$ cat src/rtl/reg_writeback_pkg.sv
// Shared widths and result type for the writeback stage and its scoreboard.
package reg_writeback_pkg;

  localparam int RegIdWidth = 5;
  localparam int RegWidth   = 32;
  localparam int RegCnt     = 32;

  typedef logic [RegIdWidth-1:0] reg_id_t;
  typedef logic [RegWidth-1:0]   reg_data_t;

  typedef struct packed {
    logic      valid;
    reg_id_t   rd;
    reg_data_t wdata;
  } wb_result_t;

endpackage

$ cat src/rtl/reg_writeback_if.sv
// Result, issue, hazard-query, write-port and forwarding signals of the writeback stage.
interface reg_writeback_if import reg_writeback_pkg::*; ();

  logic      alu_valid;
  reg_id_t   alu_rd;
  reg_data_t alu_wdata;

  logic      lsu_valid;
  logic      lsu_ready;
  reg_id_t   lsu_rd;
  reg_data_t lsu_wdata;

  logic      issue_valid;
  logic      issue_ready;
  reg_id_t   issue_rd;

  reg_id_t   rs1;
  reg_id_t   rs2;
  logic      rs1_busy;
  logic      rs2_busy;

  logic      reg_wen;
  reg_id_t   rd;
  reg_data_t reg_wdata;

  logic      rs1_fwd;
  logic      rs2_fwd;
  reg_data_t rs1_fwd_data;
  reg_data_t rs2_fwd_data;

  modport master (
    output alu_valid, alu_rd, alu_wdata,
    output lsu_valid, lsu_rd, lsu_wdata,
    input  lsu_ready,
    output issue_valid, issue_rd,
    input  issue_ready,
    output rs1, rs2,
    input  rs1_busy, rs2_busy,
    input  reg_wen, rd, reg_wdata,
    input  rs1_fwd, rs2_fwd, rs1_fwd_data, rs2_fwd_data
  );

  modport slave (
    input  alu_valid, alu_rd, alu_wdata,
    input  lsu_valid, lsu_rd, lsu_wdata,
    output lsu_ready,
    input  issue_valid, issue_rd,
    output issue_ready,
    input  rs1, rs2,
    output rs1_busy, rs2_busy,
    output reg_wen, rd, reg_wdata,
    output rs1_fwd, rs2_fwd, rs1_fwd_data, rs2_fwd_data
  );

endinterface

$ cat src/rtl/reg_writeback_wb_scoreboard.sv
// Per-register 2-bit pending-write counters: gate issue when saturated, answer busy queries.
module wb_scoreboard import reg_writeback_pkg::*; (
  input  logic    clk,
  input  logic    rst,
  input  logic    issue_valid_i,
  input  reg_id_t issue_rd_i,
  output logic    issue_ready_o,
  input  logic    dec_valid_i,
  input  reg_id_t dec_rd_i,
  input  reg_id_t rs1_i,
  input  reg_id_t rs2_i,
  output logic    rs1_busy_o,
  output logic    rs2_busy_o
);

  logic [1:0] pending_q [RegCnt];
  logic [1:0] pending_d [RegCnt];
  logic       issue_fire;

  // A retiring result frees a slot in the same cycle, so a saturated register may still issue.
  assign issue_ready_o = !((pending_q[issue_rd_i] == 2'd3) &&
                           !(dec_valid_i && dec_rd_i == issue_rd_i));
  assign issue_fire    = issue_valid_i && issue_ready_o && (issue_rd_i != '0);

  assign rs1_busy_o = (pending_q[rs1_i] != 2'd0);
  assign rs2_busy_o = (pending_q[rs2_i] != 2'd0);

  always_comb begin
    // NOTE: combinational blocks assign a full default first and use blocking '=' so no latch is inferred.
    pending_d = pending_q;
    for (int r = 1; r < RegCnt; r++) begin
      if (issue_fire && issue_rd_i == RegIdWidth'(r) &&
          !(dec_valid_i && dec_rd_i == RegIdWidth'(r))) begin
        pending_d[r] = pending_q[r] + 2'd1;
      end else if (dec_valid_i && dec_rd_i == RegIdWidth'(r) &&
                   !(issue_fire && issue_rd_i == RegIdWidth'(r)) &&
                   pending_q[r] != 2'd0) begin
        pending_d[r] = pending_q[r] - 2'd1;
      end
    end
    pending_d[0] = 2'd0;
  end

  always_ff @(posedge clk) begin
    // NOTE: the counter array is reset explicitly; a reset must discard every in-flight write.
    if (rst) begin
      for (int r = 0; r < RegCnt; r++) pending_q[r] <= 2'd0;
    end else begin
      pending_q <= pending_d;
    end
  end

endmodule

$ cat src/rtl/reg_writeback.sv
// Writeback stage: ALU-priority arbitration, registered regfile write, scoreboard, forwarding.
// Define WB_FORWARD_EN to build the forwarding paths; otherwise forwarding outputs are tied 0.
module reg_writeback import reg_writeback_pkg::*; (
  input logic            clk,
  input logic            rst,
  reg_writeback_if.slave wb
);

  wb_result_t acc;
  logic       write;
  logic       reg_wen_q, reg_wen_d;
  reg_id_t    rd_q, rd_d;
  reg_data_t  wdata_q, wdata_d;

  assign wb.lsu_ready = !wb.alu_valid;

  always_comb begin
    acc = '0;
    if (wb.alu_valid) begin
      acc = '{valid: 1'b1, rd: wb.alu_rd, wdata: wb.alu_wdata};
    end else if (wb.lsu_valid) begin
      acc = '{valid: 1'b1, rd: wb.lsu_rd, wdata: wb.lsu_wdata};
    end
  end

  // x0 results are consumed but never reach the register file or scoreboard.
  assign write = acc.valid && (acc.rd != '0);

  always_comb begin
    reg_wen_d = write;
    rd_d      = write ? acc.rd    : rd_q;
    wdata_d   = write ? acc.wdata : wdata_q;
  end

  // NOTE: sequential state uses non-blocking '<=' so all registers sample the same pre-edge values.
  always_ff @(posedge clk) begin
    if (rst) begin
      reg_wen_q <= 1'b0;
      rd_q      <= '0;
      wdata_q   <= '0;
    end else begin
      reg_wen_q <= reg_wen_d;
      rd_q      <= rd_d;
      wdata_q   <= wdata_d;
    end
  end

  assign wb.reg_wen   = reg_wen_q;
  assign wb.rd        = rd_q;
  assign wb.reg_wdata = wdata_q;

  wb_scoreboard u_scoreboard (
    .clk           (clk),
    .rst           (rst),
    .issue_valid_i (wb.issue_valid),
    .issue_rd_i    (wb.issue_rd),
    .issue_ready_o (wb.issue_ready),
    .dec_valid_i   (write),
    .dec_rd_i      (acc.rd),
    .rs1_i         (wb.rs1),
    .rs2_i         (wb.rs2),
    .rs1_busy_o    (wb.rs1_busy),
    .rs2_busy_o    (wb.rs2_busy)
  );

`ifdef WB_FORWARD_EN
  assign wb.rs1_fwd      = reg_wen_q && (rd_q == wb.rs1) && (wb.rs1 != '0);
  assign wb.rs2_fwd      = reg_wen_q && (rd_q == wb.rs2) && (wb.rs2 != '0);
  assign wb.rs1_fwd_data = wdata_q;
  assign wb.rs2_fwd_data = wdata_q;
`else
  assign wb.rs1_fwd      = 1'b0;
  assign wb.rs2_fwd      = 1'b0;
  assign wb.rs1_fwd_data = '0;
  assign wb.rs2_fwd_data = '0;
`endif

endmodule

$ cat src/flat_wrapper.sv
// flat-port wrapper written by rule: the top's interface ports become plain ports
module reg_writeback_flat import reg_writeback_pkg::*;
  (clk, rst, wb_alu_valid, wb_alu_rd, wb_alu_wdata, wb_lsu_valid, wb_lsu_rd, wb_lsu_wdata, wb_lsu_ready, wb_issue_valid, wb_issue_rd, wb_issue_ready, wb_rs1, wb_rs2, wb_rs1_busy, wb_rs2_busy, wb_reg_wen, wb_rd, wb_reg_wdata, wb_rs1_fwd, wb_rs2_fwd, wb_rs1_fwd_data, wb_rs2_fwd_data);
  reg_writeback_if wb_i ();
  input logic clk;
  input logic rst;
  input wire logic [$bits(wb_i.alu_valid)-1:0] wb_alu_valid;
  input wire logic [$bits(wb_i.alu_rd)-1:0] wb_alu_rd;
  input wire logic [$bits(wb_i.alu_wdata)-1:0] wb_alu_wdata;
  input wire logic [$bits(wb_i.lsu_valid)-1:0] wb_lsu_valid;
  input wire logic [$bits(wb_i.lsu_rd)-1:0] wb_lsu_rd;
  input wire logic [$bits(wb_i.lsu_wdata)-1:0] wb_lsu_wdata;
  output wire logic [$bits(wb_i.lsu_ready)-1:0] wb_lsu_ready;
  input wire logic [$bits(wb_i.issue_valid)-1:0] wb_issue_valid;
  input wire logic [$bits(wb_i.issue_rd)-1:0] wb_issue_rd;
  output wire logic [$bits(wb_i.issue_ready)-1:0] wb_issue_ready;
  input wire logic [$bits(wb_i.rs1)-1:0] wb_rs1;
  input wire logic [$bits(wb_i.rs2)-1:0] wb_rs2;
  output wire logic [$bits(wb_i.rs1_busy)-1:0] wb_rs1_busy;
  output wire logic [$bits(wb_i.rs2_busy)-1:0] wb_rs2_busy;
  output wire logic [$bits(wb_i.reg_wen)-1:0] wb_reg_wen;
  output wire logic [$bits(wb_i.rd)-1:0] wb_rd;
  output wire logic [$bits(wb_i.reg_wdata)-1:0] wb_reg_wdata;
  output wire logic [$bits(wb_i.rs1_fwd)-1:0] wb_rs1_fwd;
  output wire logic [$bits(wb_i.rs2_fwd)-1:0] wb_rs2_fwd;
  output wire logic [$bits(wb_i.rs1_fwd_data)-1:0] wb_rs1_fwd_data;
  output wire logic [$bits(wb_i.rs2_fwd_data)-1:0] wb_rs2_fwd_data;
  assign wb_i.alu_valid = wb_alu_valid;
  assign wb_i.alu_rd = wb_alu_rd;
  assign wb_i.alu_wdata = wb_alu_wdata;
  assign wb_i.lsu_valid = wb_lsu_valid;
  assign wb_i.lsu_rd = wb_lsu_rd;
  assign wb_i.lsu_wdata = wb_lsu_wdata;
  assign wb_lsu_ready = wb_i.lsu_ready;
  assign wb_i.issue_valid = wb_issue_valid;
  assign wb_i.issue_rd = wb_issue_rd;
  assign wb_issue_ready = wb_i.issue_ready;
  assign wb_i.rs1 = wb_rs1;
  assign wb_i.rs2 = wb_rs2;
  assign wb_rs1_busy = wb_i.rs1_busy;
  assign wb_rs2_busy = wb_i.rs2_busy;
  assign wb_reg_wen = wb_i.reg_wen;
  assign wb_rd = wb_i.rd;
  assign wb_reg_wdata = wb_i.reg_wdata;
  assign wb_rs1_fwd = wb_i.rs1_fwd;
  assign wb_rs2_fwd = wb_i.rs2_fwd;
  assign wb_rs1_fwd_data = wb_i.rs1_fwd_data;
  assign wb_rs2_fwd_data = wb_i.rs2_fwd_data;
  reg_writeback u_core (.clk(clk), .rst(rst), .wb(wb_i));
endmodule
$ cat config.mk
export PLATFORM = sky130hd
export DESIGN_NAME = reg_writeback_flat
export DESIGN_NICKNAME = d
export VERILOG_FILES = /design/src/rtl/reg_writeback_pkg.sv /design/src/rtl/reg_writeback_if.sv /design/src/rtl/reg_writeback_wb_scoreboard.sv /design/src/rtl/reg_writeback.sv /design/src/flat_wrapper.sv
export SDC_FILE = /design/constraint.sdc
export NUM_CORES = 1
export LEC_CHECK = 0
export BUFFER_PORTS_ARGS = -buffer_cell sky130_fd_sc_hd__buf_2
export CORE_AREA = 2 2 116 118
export CTS_BUF_LIST = sky130_fd_sc_hd__clkbuf_8
export CTS_CLUSTER_DIAMETER = 120
export DETAILED_ROUTE_END_ITERATION = 6
export DIE_AREA = 0 0 118 120
export PLACE_DENSITY_LB_ADDON = 0.25
export SLEW_MARGIN = 20
export SYNTH_ARGS = -nofsm -noshare
export SYNTH_HDL_FRONTEND = slang
export SYNTH_HIERARCHICAL = 1
export SYNTH_SLANG_ARGS = --single-unit
$ cat constraint.sdc
create_clock -name clk -period 6.85 [get_ports clk]
set_input_delay 0.3425 -clock clk [delete_from_list [all_inputs] [get_ports clk]]
set_output_delay 0.3425 -clock clk [all_outputs]
set_load 0.005 [all_outputs]
==> results.yml <==
status:
  outcome: "complete, but fails checks"
  violations: "design-rule violations"
critical_path:
  critPathMaxStageDelay_ns: 0.78
  crit_arrival_ns: 3.33
  worstPathRequired_ns: 6.51
  r2r_cells: 7
  reg2reg_slack_ns: 4.09
  path_buf_inv: 3
  crit_path_end_kind: "primary output"
  startpoint_type: "input pin"
  worst-setup-path-type: "input pin to primary output"
  crit_family: "buffers and inverters"
  cp_slowest_cell: "o211a_2"
  crit-reg2reg-capture: "u_core/u_scoreboard/pending_q[36]"
  path_cells: "buf_2 > o211a_2 > and2_4 > inv_1 > nand3_4 > o211ai_1 > buf_2"
  worst-path-max-fanout: 44
  cpMostUsedCell: "buf_2"
  reg2reg_from: "u_core/u_scoreboard/pending_q[61]"
sta:
  fin_crit_sh: 0.536
  period_needed_ns: 3.67
  layout_setup_ws_ns: 3.18
  clock_skew_ns: 0.0138
  drv_slew: 0
  hold_violations: 0
  timing.fmax_mhz: 273
  tns_ns: 0
  rsz0062_at_grt: "no"
  whs_ns: 0.286
  worstMarginPinSlew_ns: 0.965
  max-slew-margin-rel: 0.354
  setup_viol: 0
floorplanning:
  core_sq_um: 13000
  initial_utilization: 0.575
  die-area_sq_um: 14200
  die_width_um: 118
  ios: 202
  num_rows: 42
  die_height_um: 120
clock_network:
  clock_sinks: 100
  htreeDepth: 3
  post_cts_buffers: 0
  cts_buffers: 9
  cts_tree: "done"
  cts_resized: 0
  clk_latency_ns: 0.42
  hold_buffers: 0
  clockRootBuffer: "clkbuf_8"
  clk_path_buf_depth: 2
  clk_pin_slew_worst_paths_ns: 0.12
global_route:
  grt_pass1_vias: 6229
  grt_use_total: 0.280
  overflow: 0
  grt_max_degree: 62
  grt_pass1_wl_mm: 31.9
  grt_antenna_before_repair: 0
synthesis:
  synth_compound_area_frac: 0.307
  syn_area_sq_um: 7460
  synth-adder-area-share: 0
  synth.top_cells.by_area: "dfxtp_1 27%, buf_4 7.0%, a211oi_2 4.9%"
  yosysSeqAreaShare: 0.268
  synth_seq_cells: 100
  async_flop_share: 0
  synth_top_area_cell: "dfxtp_1"
  synth_top_family_by_area: "compound AO/OA/AOI/OAI gates"
  yosysWarnings: 6
  synth_xor_area_frac: 0.0235
  synth_edf_count: 0
  ys.flop_type: "dfxtp_1"
  netlist.area_leader.share: 0.268
  syn_avg_cell_area_sq_um: 8.89
  syn_inst: 839
  synth_mux_area_frac: 0.0572
  yosys.area_share.simple: 0.198
  synth_cell_types: 75
min_path:
  worstHoldStart: "wb_lsu_wdata[15]"
  min_path_type: "input pin to flop"
  worstHoldEndpoint: "u_core/wb.reg_wdata[15]"
  holdPathStages: 3
cells_and_area:
  nets: 1021
  diodes: 0
  drive_gt1_frac: 0.269
  syn_to_final_growth_pct: 6.54
routing:
  first_pass_iters: 7
  drt_iter0_markers: 795
  met2WireLength_mm: 9.89
  met1Wirelength_mm: 8.32
  maxUsedRoutingLayer: "met4"
  avgRoutedWirePerCell_um: 18.1
  drc: 81
  vias_per_cell: 6.28
  met3_length_mm: 1.34
  vias: 6956
  totalWireLength_mm: 20.1
  postRouteAntennaNets: 0
power_and_ir_drop:
  vdd_ir_drop_max_v: 0.000118
  p_leak_nw: 2.76
  p_total_mw: 1.29
  power_density_nw_per_um2: 163
placed_design:
  io_buffer_count: 135
  gp_congestion: 0.952
  hpwl_mm: 14.5
  place_ws_ns: 2.64
flow_run:
  maxCapViolations: 0
[report_power, final]
group          switching (mW)  total [mW]  leakage (nW)  internal [mW]
Sequential             0.0129       0.616         0.815          0.603
Clock                   0.254       0.404         0.106          0.149
Combinational           0.173       0.274          1.84          0.101
Total                   0.440        1.29          2.76          0.853
[cell families (layout without fill, tap and decap cells)]
kind of cell,after synthesis,in the layout
AO/OA/AOI/OAI,271,271
other,1,66
flip-flops,100,100
AND/OR/NAND/NOR,250,250
buffers and inverters,174,202
XOR/XNOR,20,20
multiplexers,23,23
[worst min-delay path, cell delays in order]
cell	delay, ns
buf_2	0.07
a222oi_1	0.06
a211oi_2	0.19
[how the worst max path moves through the flow]
stage,from,to,depth (start not counted)
2_1_floorplan,wb_alu_valid,u_core/u_scoreboard/pending_q[42],13
3_3_place_gp,wb_alu_valid,u_core/u_scoreboard/pending_q[15],9
3_5_place_dp,wb_alu_valid,u_core/u_scoreboard/pending_q[8],9
4_1_cts,wb_alu_valid,wb_issue_ready,7
5_1_grt,wb_alu_valid,wb_issue_ready,7
6_report,wb_alu_valid,wb_issue_ready,7
[cells in the mapped netlist, drive strengths merged, types with 7 or more instances]
master / count
nor3: 34
nor4b: 12
o21a: 16
dfxtp: 100
clkbuf: 26
a31oi: 11
mux4: 15
nand2: 48
o21ai: 32
a21oi: 48
nor2b: 7
nand2b: 23
nor4: 10
a222oi: 32
nand3: 17
a211oi: 66
nor2: 68
inv: 46
a221oi: 10
buf: 102
xor2: 16
a311oi: 16
nor3b: 10
[through the flow]
stage	util	cells	cell area, sq um
after floorplan	-	904	7700
after global placement	0.596	1092	7740
after detailed placement	0.596	1092	7740
after CTS	0.612	1108	7950
after global routing	0.612	1108	7950
final	0.612	1108	7950
[layer usage]
metal / GRT usage / vias up
li1: - / 3224
met5: 0 / -
met4: 0.101 / 0
met1: 0.346 / 3364
met2: 0.476 / 324
met3: 0.0684 / 44
[final cells by class]
| class | instances | area [sq um] |
|---|---|---|
| Fill cell | 1190 | 5030 |
| Multi-Input combinational cell | 630 | 4630 |
| Sequential cell | 100 | 2000 |
| Timing Repair Buffer | 140 | 716 |
| Tap cell | 176 | 220 |
| Inverter | 46 | 173 |
| Clock buffer | 9 | 124 |
| Clock inverter | 7 | 83.8 |
[registers in the layout (all words and copies together) (netlist names)]
register                       flops
u_core/wb.rd                       5
u_core/wb.reg_wen                  1
u_core/u_scoreboard/pending_q     62
u_core/wb.reg_wdata               32
[placed cells by master (no fill, tap or decap), types with 7 or more instances in the layout]
cell	instances
xor2_1	16
nor3_1	32
inv_1	46
a222oi_1	32
a211oi_2	29
nor2_1	68
nor4_1	9
nor3b_1	10
o21a_1	16
mux4_2	15
nand2b_1	22
buf_2	134
dfxtp_1	100
a221oi_1	7
nor4b_4	10
a311oi_1	16
clkbuf_8	9
o21ai_1	9
conb_1	66
nand2_1	47
o21ai_0	23
a21oi_1	40
a211oi_1	35
a31oi_1	11
nand3_1	16
No activity file was read; power rests on OpenSTA's default activity.
